File: src/rtl/periph_clk_pkg.sv
// Shared constants for the peripheral clock generator: counter width, reset
// divisors for the on-board peripherals and their channel indices.
package periph_clk_pkg;

   localparam int CNT_W_DEF = 16;
   localparam int unsigned SYS_CLK_HZ = 50_000_000;

   localparam int CH_I2C  = 0;
   localparam int CH_UART = 1;
   localparam int CH_LCD  = 2;

   typedef enum logic [1:0] {
      BAUD_9600,
      BAUD_19200,
      BAUD_115200
   } baud_e;

   // Divisor-minus-one that yields one tick every SYS_CLK_HZ/tick_hz clocks.
   function automatic logic [CNT_W_DEF-1:0] tick_div(input int unsigned tick_hz);
      return CNT_W_DEF'(SYS_CLK_HZ / tick_hz - 1);
   endfunction

   // I2C engine runs four ticks per SCL period; UART oversamples by 16.
   localparam logic [CNT_W_DEF-1:0] DIV_I2C_100K    = tick_div(4 * 100_000);
   localparam logic [CNT_W_DEF-1:0] DIV_UART_9600   = tick_div(16 * 9600);
   localparam logic [CNT_W_DEF-1:0] DIV_UART_19200  = tick_div(16 * 19200);
   localparam logic [CNT_W_DEF-1:0] DIV_UART_115200 = tick_div(16 * 115200);
   localparam logic [CNT_W_DEF-1:0] DIV_LCD         = tick_div(1_000_000);

   function automatic logic [CNT_W_DEF-1:0] uart_div(input baud_e baud);
      logic [CNT_W_DEF-1:0] div;
      unique case (baud)
         BAUD_19200:  div = DIV_UART_19200;
         BAUD_115200: div = DIV_UART_115200;
         default:     div = DIV_UART_9600;
      endcase
      return div;
   endfunction

endpackage

File: src/rtl/periph_clk_gen_if.sv
// Core-side control and status bundle of the peripheral clock generator.
interface periph_clk_gen_if import periph_clk_pkg::*; #(
   parameter int NUM_CH = 3,
   parameter int CNT_W  = CNT_W_DEF
);

   logic [NUM_CH-1:0]       en;
   logic [NUM_CH*CNT_W-1:0] div_val;
   logic [NUM_CH-1:0]       div_load;
   logic                    align;
   logic [NUM_CH-1:0]       tick;
   logic [NUM_CH-1:0]       clk_out;
   logic [NUM_CH-1:0]       pend;

   modport master (
      output en, div_val, div_load, align,
      input  tick, clk_out, pend
   );

   modport slave (
      input  en, div_val, div_load, align,
      output tick, clk_out, pend
   );

endinterface

File: src/rtl/periph_clk_ch.sv
// One divider channel: counter, active/pending divisor, registered tick and
// 50%-duty clock. Divisor changes take effect only at a period boundary.
module periph_clk_ch import periph_clk_pkg::*; #(
   parameter int               CNT_W   = CNT_W_DEF,
   parameter logic [CNT_W-1:0] DEF_DIV = CNT_W'(1)
) (
   input  logic             clk,
   input  logic             reset,
   input  logic             en,
   input  logic [CNT_W-1:0] div_val,
   input  logic             div_load,
   input  logic             align,
   output logic             tick,
   output logic             clk_out,
   output logic             pend
);

   logic [CNT_W-1:0] cnt;
   logic [CNT_W-1:0] act_div;
   logic [CNT_W-1:0] pend_div;
   logic             wrap;

   // Equality only: act_div never drops below cnt because it only changes when cnt restarts.
   assign wrap = en & (cnt == act_div);

   // NOTE: every register here is written with <= so all channel state updates from the same pre-edge values.
   always_ff @(posedge clk or posedge reset) begin
      if (reset) begin
         cnt      <= '0;
         act_div  <= DEF_DIV;
         pend_div <= '0;
         pend     <= 1'b0;
         tick     <= 1'b0;
         clk_out  <= 1'b0;
      end else if (align) begin
         cnt     <= '0;
         tick    <= 1'b0;
         clk_out <= 1'b0;
         pend    <= 1'b0;
         if (div_load)  act_div <= div_val;
         else if (pend) act_div <= pend_div;
      end else if (!en) begin
         // Idle channel has no period to protect, so a waiting divisor lands at once.
         cnt     <= '0;
         tick    <= 1'b0;
         clk_out <= 1'b0;
         pend    <= div_load;
         if (pend)     act_div  <= pend_div;
         if (div_load) pend_div <= div_val;
      end else if (wrap) begin
         cnt     <= '0;
         tick    <= 1'b1;
         clk_out <= ~clk_out;
         pend    <= 1'b0;
         if (div_load)  act_div <= div_val;
         else if (pend) act_div <= pend_div;
      end else begin
         cnt  <= cnt + CNT_W'(1);
         tick <= 1'b0;
         if (div_load) begin
            pend_div <= div_val;
            pend     <= 1'b1;
         end
      end
   end

   cnt_in_range: assert property (@(posedge clk) disable iff (reset) cnt <= act_div);

endmodule

File: src/rtl/periph_clk_gen.sv
// Multi-channel peripheral clock generator: NUM_CH independent dividers that
// share only the global align strobe.
module periph_clk_gen import periph_clk_pkg::*; #(
   parameter int               NUM_CH  = 3,
   parameter int               CNT_W   = CNT_W_DEF,
   parameter logic [CNT_W-1:0] DEF_DIV = CNT_W'(1)
) (
   input logic              clk,
   input logic              reset,
   periph_clk_gen_if.slave  bus
);

   logic [NUM_CH-1:0] tick_v;
   logic [NUM_CH-1:0] clk_v;
   logic [NUM_CH-1:0] pend_v;

   for (genvar i = 0; i < NUM_CH; i++) begin : g_ch
      periph_clk_ch #(
         .CNT_W   (CNT_W),
         .DEF_DIV (DEF_DIV)
      ) u_ch (
         .clk      (clk),
         .reset    (reset),
         .en       (bus.en[i]),
         .div_val  (bus.div_val[i*CNT_W +: CNT_W]),
         .div_load (bus.div_load[i]),
         .align    (bus.align),
         .tick     (tick_v[i]),
         .clk_out  (clk_v[i]),
         .pend     (pend_v[i])
      );
   end

   assign bus.tick    = tick_v;
   assign bus.clk_out = clk_v;
   assign bus.pend    = pend_v;

endmodule

File: src/flat_wrapper.sv
// flat-port wrapper written by rule: the top's interface ports become plain ports
module periph_clk_gen_flat import periph_clk_pkg::*;
#(
   parameter int               NUM_CH  = 3,
   parameter int               CNT_W   = CNT_W_DEF,
   parameter logic [CNT_W-1:0] DEF_DIV = CNT_W'(1)
)
  (clk, reset, bus_en, bus_div_val, bus_div_load, bus_align, bus_tick, bus_clk_out, bus_pend);
  periph_clk_gen_if #(.NUM_CH(NUM_CH), .CNT_W(CNT_W)) bus_i ();
  input logic clk;
  input logic reset;
  input wire logic [$bits(bus_i.en)-1:0] bus_en;
  input wire logic [$bits(bus_i.div_val)-1:0] bus_div_val;
  input wire logic [$bits(bus_i.div_load)-1:0] bus_div_load;
  input wire logic [$bits(bus_i.align)-1:0] bus_align;
  output wire logic [$bits(bus_i.tick)-1:0] bus_tick;
  output wire logic [$bits(bus_i.clk_out)-1:0] bus_clk_out;
  output wire logic [$bits(bus_i.pend)-1:0] bus_pend;
  assign bus_i.en = bus_en;
  assign bus_i.div_val = bus_div_val;
  assign bus_i.div_load = bus_div_load;
  assign bus_i.align = bus_align;
  assign bus_tick = bus_i.tick;
  assign bus_clk_out = bus_i.clk_out;
  assign bus_pend = bus_i.pend;
  periph_clk_gen #(.NUM_CH(NUM_CH), .CNT_W(CNT_W), .DEF_DIV(DEF_DIV)) u_core (.clk(clk), .reset(reset), .bus(bus_i));
endmodule
File: config.mk
export PLATFORM = sky130hd
export DESIGN_NAME = periph_clk_gen_flat
export DESIGN_NICKNAME = d
export VERILOG_FILES = /design/src/rtl/periph_clk_pkg.sv /design/src/rtl/periph_clk_gen_if.sv /design/src/rtl/periph_clk_ch.sv /design/src/rtl/periph_clk_gen.sv /design/src/flat_wrapper.sv
export SDC_FILE = /design/constraint.sdc
export NUM_CORES = 1
export LEC_CHECK = 0
export CORE_AREA = 5 5 114 116
export CTS_CLUSTER_DIAMETER = 100
export DETAILED_ROUTE_END_ITERATION = 8
export DIE_AREA = 0 0 119 121
export GPL_ROUTABILITY_DRIVEN = 0
export PLACE_DENSITY = 0.84
export SKIP_LAST_GASP = 1
export SYNTH_ARGS = -nofsm -noshare
export SYNTH_HDL_FRONTEND = slang
export SYNTH_SLANG_ARGS = --single-unit
File: constraint.sdc
create_clock -name clk -period 8.8 [get_ports clk]
set_input_delay 1.32 -clock clk [delete_from_list [all_inputs] [get_ports clk]]
set_output_delay 1.32 -clock clk [all_outputs]
set_load 0.01 [all_outputs]
* After elaboration in Yosys (flattened, before gate mapping)
Cells that the tools add are included.
** Storage, ports and cells
- Flip-flop bits (word level) :: 153
- Word-level logic and storage cells :: 106
** Operators by class
- $add $sub $neg :: 3
- Equality and inequality tests :: 12
- Multiplexer cells :: 63
- Bitwise gates (word level) :: 7
- Reduce and logical (&&, ||, !) cells :: 3
** Operators by type and width (count)
- 2-to-1 mux 16 bit :: 33
- adder 16 x 1 -> 16 bit, second input constant :: 3
- equality test 16 bit :: 3
- 2-to-1 mux 1 bit :: 30
- != test 4 x 1 -> 1 bit, second input constant :: 3
- != test 3 x 1 -> 1 bit, second input constant :: 3
- != test 2 bit, second input constant :: 3
- AND reduction 2 bit :: 3
- inverter 1 bit :: 4
- AND 1 bit :: 3

* Longest topological paths before layout
- Depth in word-level cells :: 5
- Gate-level depth with buffers :: 8

* By module
From an unflattened synthesis, not the netlist that was laid out.
** Second synthesis, totals
- Cell total of the unflattened synthesis :: 591
- Area, all modules :: 7080.5 µm²
** By module, submodules not included
- periph_clk_ch at u_core.g_ch[0].u_ch ... :: times used 2, cells an instance 196, area an instance 2359.8 µm², seq. area each 1277.5 µm²
- periph_clk_ch at u_core.g_ch[2].u_ch :: times used 1, cells an instance 199, area an instance 2361.0 µm², seq. area each 1277.5 µm²

* Worst setup path after synthesis
No wires, ideal clock.
- Path type :: in2reg
- Start point :: input bus_align
- End point :: register u_core.g_ch[1].u_ch.pend_div[0]
- Setup time :: 0.125 ns
- Data arrival time :: 2.473 ns
- Path slack :: 6.202 ns
- Stages on the path :: 5
- Path buffers :: 2
- Path through :: clkbuf_1 > nand2b_1 > a21oi_2 > buf_2 > mux2_2
** On the way
- Word-level cells in the longest chain between the ends :: 2
** RTL lines
- from (decl) :: RTL line flat_wrapper.sv:15 : input wire logic [$bits(bus_i.align)-1:0] bus_align;
- inverter 1 bit (no source line)
- AND reduction 2 bit (no source line)
- to (signal assigned) :: RTL line periph_clk_ch.sv:49 : if (div_load) pend_div <= div_val;
- to (signal assigned) :: RTL line periph_clk_ch.sv:61 : pend_div <= div_val;
- to (decl) :: RTL line periph_clk_ch.sv:20 : logic [CNT_W-1:0] pend_div;
Every way passes these cells.
A chain may end at the register's enable or synchronous reset.

* Worst setup path after layout
- Start point :: input bus_align
- End point :: register u_core.g_ch[1].u_ch.act_div[7]
** On the way
- Word-level cells in the longest chain between the ends :: 1
- Elaborated cells on any way between the ends :: 2
- Classes of those cells :: 1 x eq/ne; 1 x mux
** RTL lines
- != test 3 x 1 -> 1 bit (no source line) or 2-to-1 mux 16 bit (tied branches)
- to (signal assigned) :: RTL line periph_clk_ch.sv:40 : if (div_load) act_div <= div_val;
- to (signal assigned) :: RTL line periph_clk_ch.sv:41 : else if (pend) act_div <= pend_div;
- to (signal assigned) :: RTL line periph_clk_ch.sv:48 : if (pend) act_div <= pend_div;
- to (decl) :: RTL line periph_clk_ch.sv:19 : logic [CNT_W-1:0] act_div;
Parallel ways exist; a longest one is shown, timed or not.

==> summary.md <==
| Metric | Value |
|---|---|
| Status | completed |
| Largest net degree at the start of global routing | around 90 |
| Initial drt markers | between 400 and 500 |
| Worst-Skew Late Latency | approximately 0.42 ns |
| Total clock buffers created by CTS | 17 |
| Period utilization | 40.7% |
| Vias per inst | between 5 and 6 |
| Final Max Tran Viols | 0 |
| Worst hold endpoint | u_core.g_ch[0].u_ch.pend_div[12] |
| Cell Pwr Density | about 210 nW/µm² |
| Final Hold Violating Endpoints | 0 |
| Rows | 40 |
| Hold Crit Depth | 1 |
| Final Instance Area | 8330 µm² |
| Met3 usage | under 10% |
| Router iterations before antenna repair | 4 |
| Worst Max-Slew Pin Slew | about 1.4 ns |
| Vias | between 4000 and 5000 |
| Final net count | between 700 and 800 |
| N_diodes | 0 |
| Yosys warns | 0 |
| RSZ-0062 raised after global routing | no |
| Post-synth top area cell | dfrtp_1 |
| P_leak | 3.27 nW |
| Clk_skew | 0.00749 ns |
| Most Crowded Layer GR | met2 |
| Critical R2R Capture | u_core.g_ch[1].u_ch.act_div[6] |
| IO buf count | 65 |
| Cell variety after synth | 37 |
| Max Clock Freq | about 280 MHz |
| Post-Route WL | around 15 mm |
| Cells after Synth | 602 |
| Most frequent cells in the layout | dfrtp_1 (150), xnor2_1 (71), clkdlybuf4s50_1 (65) |
| Placed Instance Area | 7760 µm² |
| Non-Filler Instances | ~810 |
| Die height | 121 µm |
| Critical path class | in2reg |
| Mapped Nets | approximately 660 |
| CP Launch Type | input pin |
| H-tree depth | 4 |
| Layout cell share with drive strength beyond 1 | roughly 14% |
| Psw | ~0.43 mW |
| Detailed-route DRC error count | 0 |
| Yosys top cell area share | 52.6% |
| Congestion Overflow GR | 0 |
| Worst R2R Start | u_core.g_ch[1].u_ch.cnt[2] |
| Gr usage total | roughly 23% |
| Slew margin rel. | 8.68% |
| CTS Hold Bufs | 0 |
| Setup TNS | 0 ns |
| Worst path arrival time | roughly 4 ns |
| Placed wire-length estimate | around 10 mm |
| Sequential share of power | around 48% |
| Internal Power | about 1.3 mW |
| Die area | 14400 µm² |
| Cell Area, Synth | 7130 µm² |
| ANT nets after route | 0 |
| Max-cap violations | 0 |
| Clk network pwr share | about two fifths |
| Reg2reg setup slack | between 6 and 7 ns |
| Clock Sink Count | approximately 150 |
| Worst Reg-to-Reg Cells | 5 |
| Hold Path Origin | u_core.g_ch[0].u_ch.pend_div[12] |
| Final setup viols | 0 |
| CTS tree | yes |
| Min Clock Period, post-route | roughly 3.6 ns |
| Yosys reg bits | 153 |
| Met1 Use GR | around 28% |
| CP Capture Type | flop |
| Inst Count DP | ~780 |
| Area Growth Syn to Fin | 16.8% |
| Number of global-route vias before repair | slightly above 5000 |
| Critical path required time | 9.13 ns |
| Post-CTS Resized | 0 |
| Drt wl/cell | about 19 µm |
| Die X | 119 µm |
| Hold crit path type | reg2reg |
| CP max FO | 18 |
| Io pins | 66 |
| Post-Syn Area per Cell | ~12 µm² |
| Initial Util | 60.4% |
| Clk buf depth | 2 |
| First-pass GRT wire length | 25.7 mm |
| Root Driver | clkbuf_16 |
| Seq/Total Area, Yosys | 53.7% |
| Switching Fraction | 24.7% |
| Initial antenna violation count | 0 |
| Placeable Area | roughly 12000 µm² |
| Max VDD drop | 0.165 mV |
| Clock slew seen by the registers of the worst setup and hold paths | around 0.060 ns |
| Synth area leaders | dfrtp_1 (53%), xnor2_1 (8.7%), mux2_2 (7.6%) |
| Setup Fix Bufs, Post-CTS | 0 |
| GR met2 Demand/Resource | between 30% and 40% |
| Comb power frac | approximately an eighth |
| Commonest non-fill, non-tap cell in the layout | dfrtp_1 |
## flip-flops by register name, indices dropped and copies added (netlist names)
register	flops
u_core.g_ch.u_ch.pend_div	48
u_core.g_ch.u_ch.tick	3
u_core.g_ch.u_ch.cnt	48
u_core.g_ch.u_ch.pend	3
u_core.g_ch.u_ch.act_div	48
u_core.g_ch.u_ch.clk_out	3
## through the flow
stage	setup WS (ns)	hold WS, ns	utilization [%]	power (mW)
floorplan	3.36	0.472	-	0.984
global placement	4.96	0.481	65.7	1.05
detailed placement	4.86	0.496	65.7	1.06
CTS	5.23	0.508	70.5	1.77
global route	5.05	0.518	70.5	1.83
finish	5.22	0.506	70.5	1.76
## kinds of logic (layout without fill, tap and decap cells)
logic type	count (synthesis)	after routing	share of synthesized area [%]
flops	153	153	53.7
simple gates	150	150	11.0
compound gates	111	111	12.5
xor+xnor	93	93	11.4
mux	48	48	7.58
buf+inv	44	102	3.24
fa+ha+maj	3	3	0.526
## how the worst max path moves through the flow
stage                    from                         endpoint  slack (ns)  depth (start not counted)
floorplan               reset  u_core.g_ch[0].u_ch.act_div[10]        3.36                          1
global placement    bus_align  u_core.g_ch[1].u_ch.act_div[13]        4.96                          5
detailed placement  bus_align   u_core.g_ch[1].u_ch.act_div[0]        4.86                          5
CTS                 bus_align   u_core.g_ch[1].u_ch.act_div[7]        5.23                          5
global route        bus_align  u_core.g_ch[2].u_ch.act_div[15]        5.05                          5
finish              bus_align   u_core.g_ch[1].u_ch.act_div[7]        5.22                          5
## synth_stat cells (all sizes together)
library cell / n
dfrtp: 150
xnor2: 71
nor2: 64
a22oi: 48
mux2: 48
o2bb2ai: 48
xor2: 22
clkbuf: 21
buf: 19
nand4: 19
nand2: 15
nand3: 15
and3: 8
a21oi: 6
nand2b: 6
and2: 4
inv: 4
a211oi: 3
and3b: 3
and4: 3
dfstp: 3
ha: 3
nor2b: 3
nor3: 3
nor4: 3
o21a: 3
o22ai: 3
or2: 3
or4b: 1
## power by group through the flow
stage / clock, mW / combinational [mW] / sequential (mW)
after global placement: 0 / 0.203 / 0.843
after CTS: 0.715 / 0.216 / 0.836
after floorplan: 0 / 0.158 / 0.827
final: 0.708 / 0.214 / 0.837
after global routing: 0.750 / 0.235 / 0.844
after detailed placement: 0 / 0.213 / 0.844
## layout make-up
type,instances,area (µm²)
inverters,4,20.0
well taps,147,184
clock inverters,9,100
repair buffers,66,658
flip-flops and latches,153,3830
clock buffers,23,468
fillers,806,3480
multi-input cells,405,3070
## metal layers
| metal | wire [µm] | up-vias |
|---|---|---|
| met5 | 0 | - |
| met4 | 341 | 0 |
| met3 | 647 | 33 |
| met2 | 7830 | 135 |
| met1 | 6520 | 2428 |
| li1 | - | 2233 |
## worst max-delay path: stages
cell,delay (ns)
clkdlybuf4s50_1,0.65
o21a_1,0.52
nor2b_1,0.93
a22oi_1,0.21
o2bb2ai_1,0.25
(Power assumes the default switching activity.)
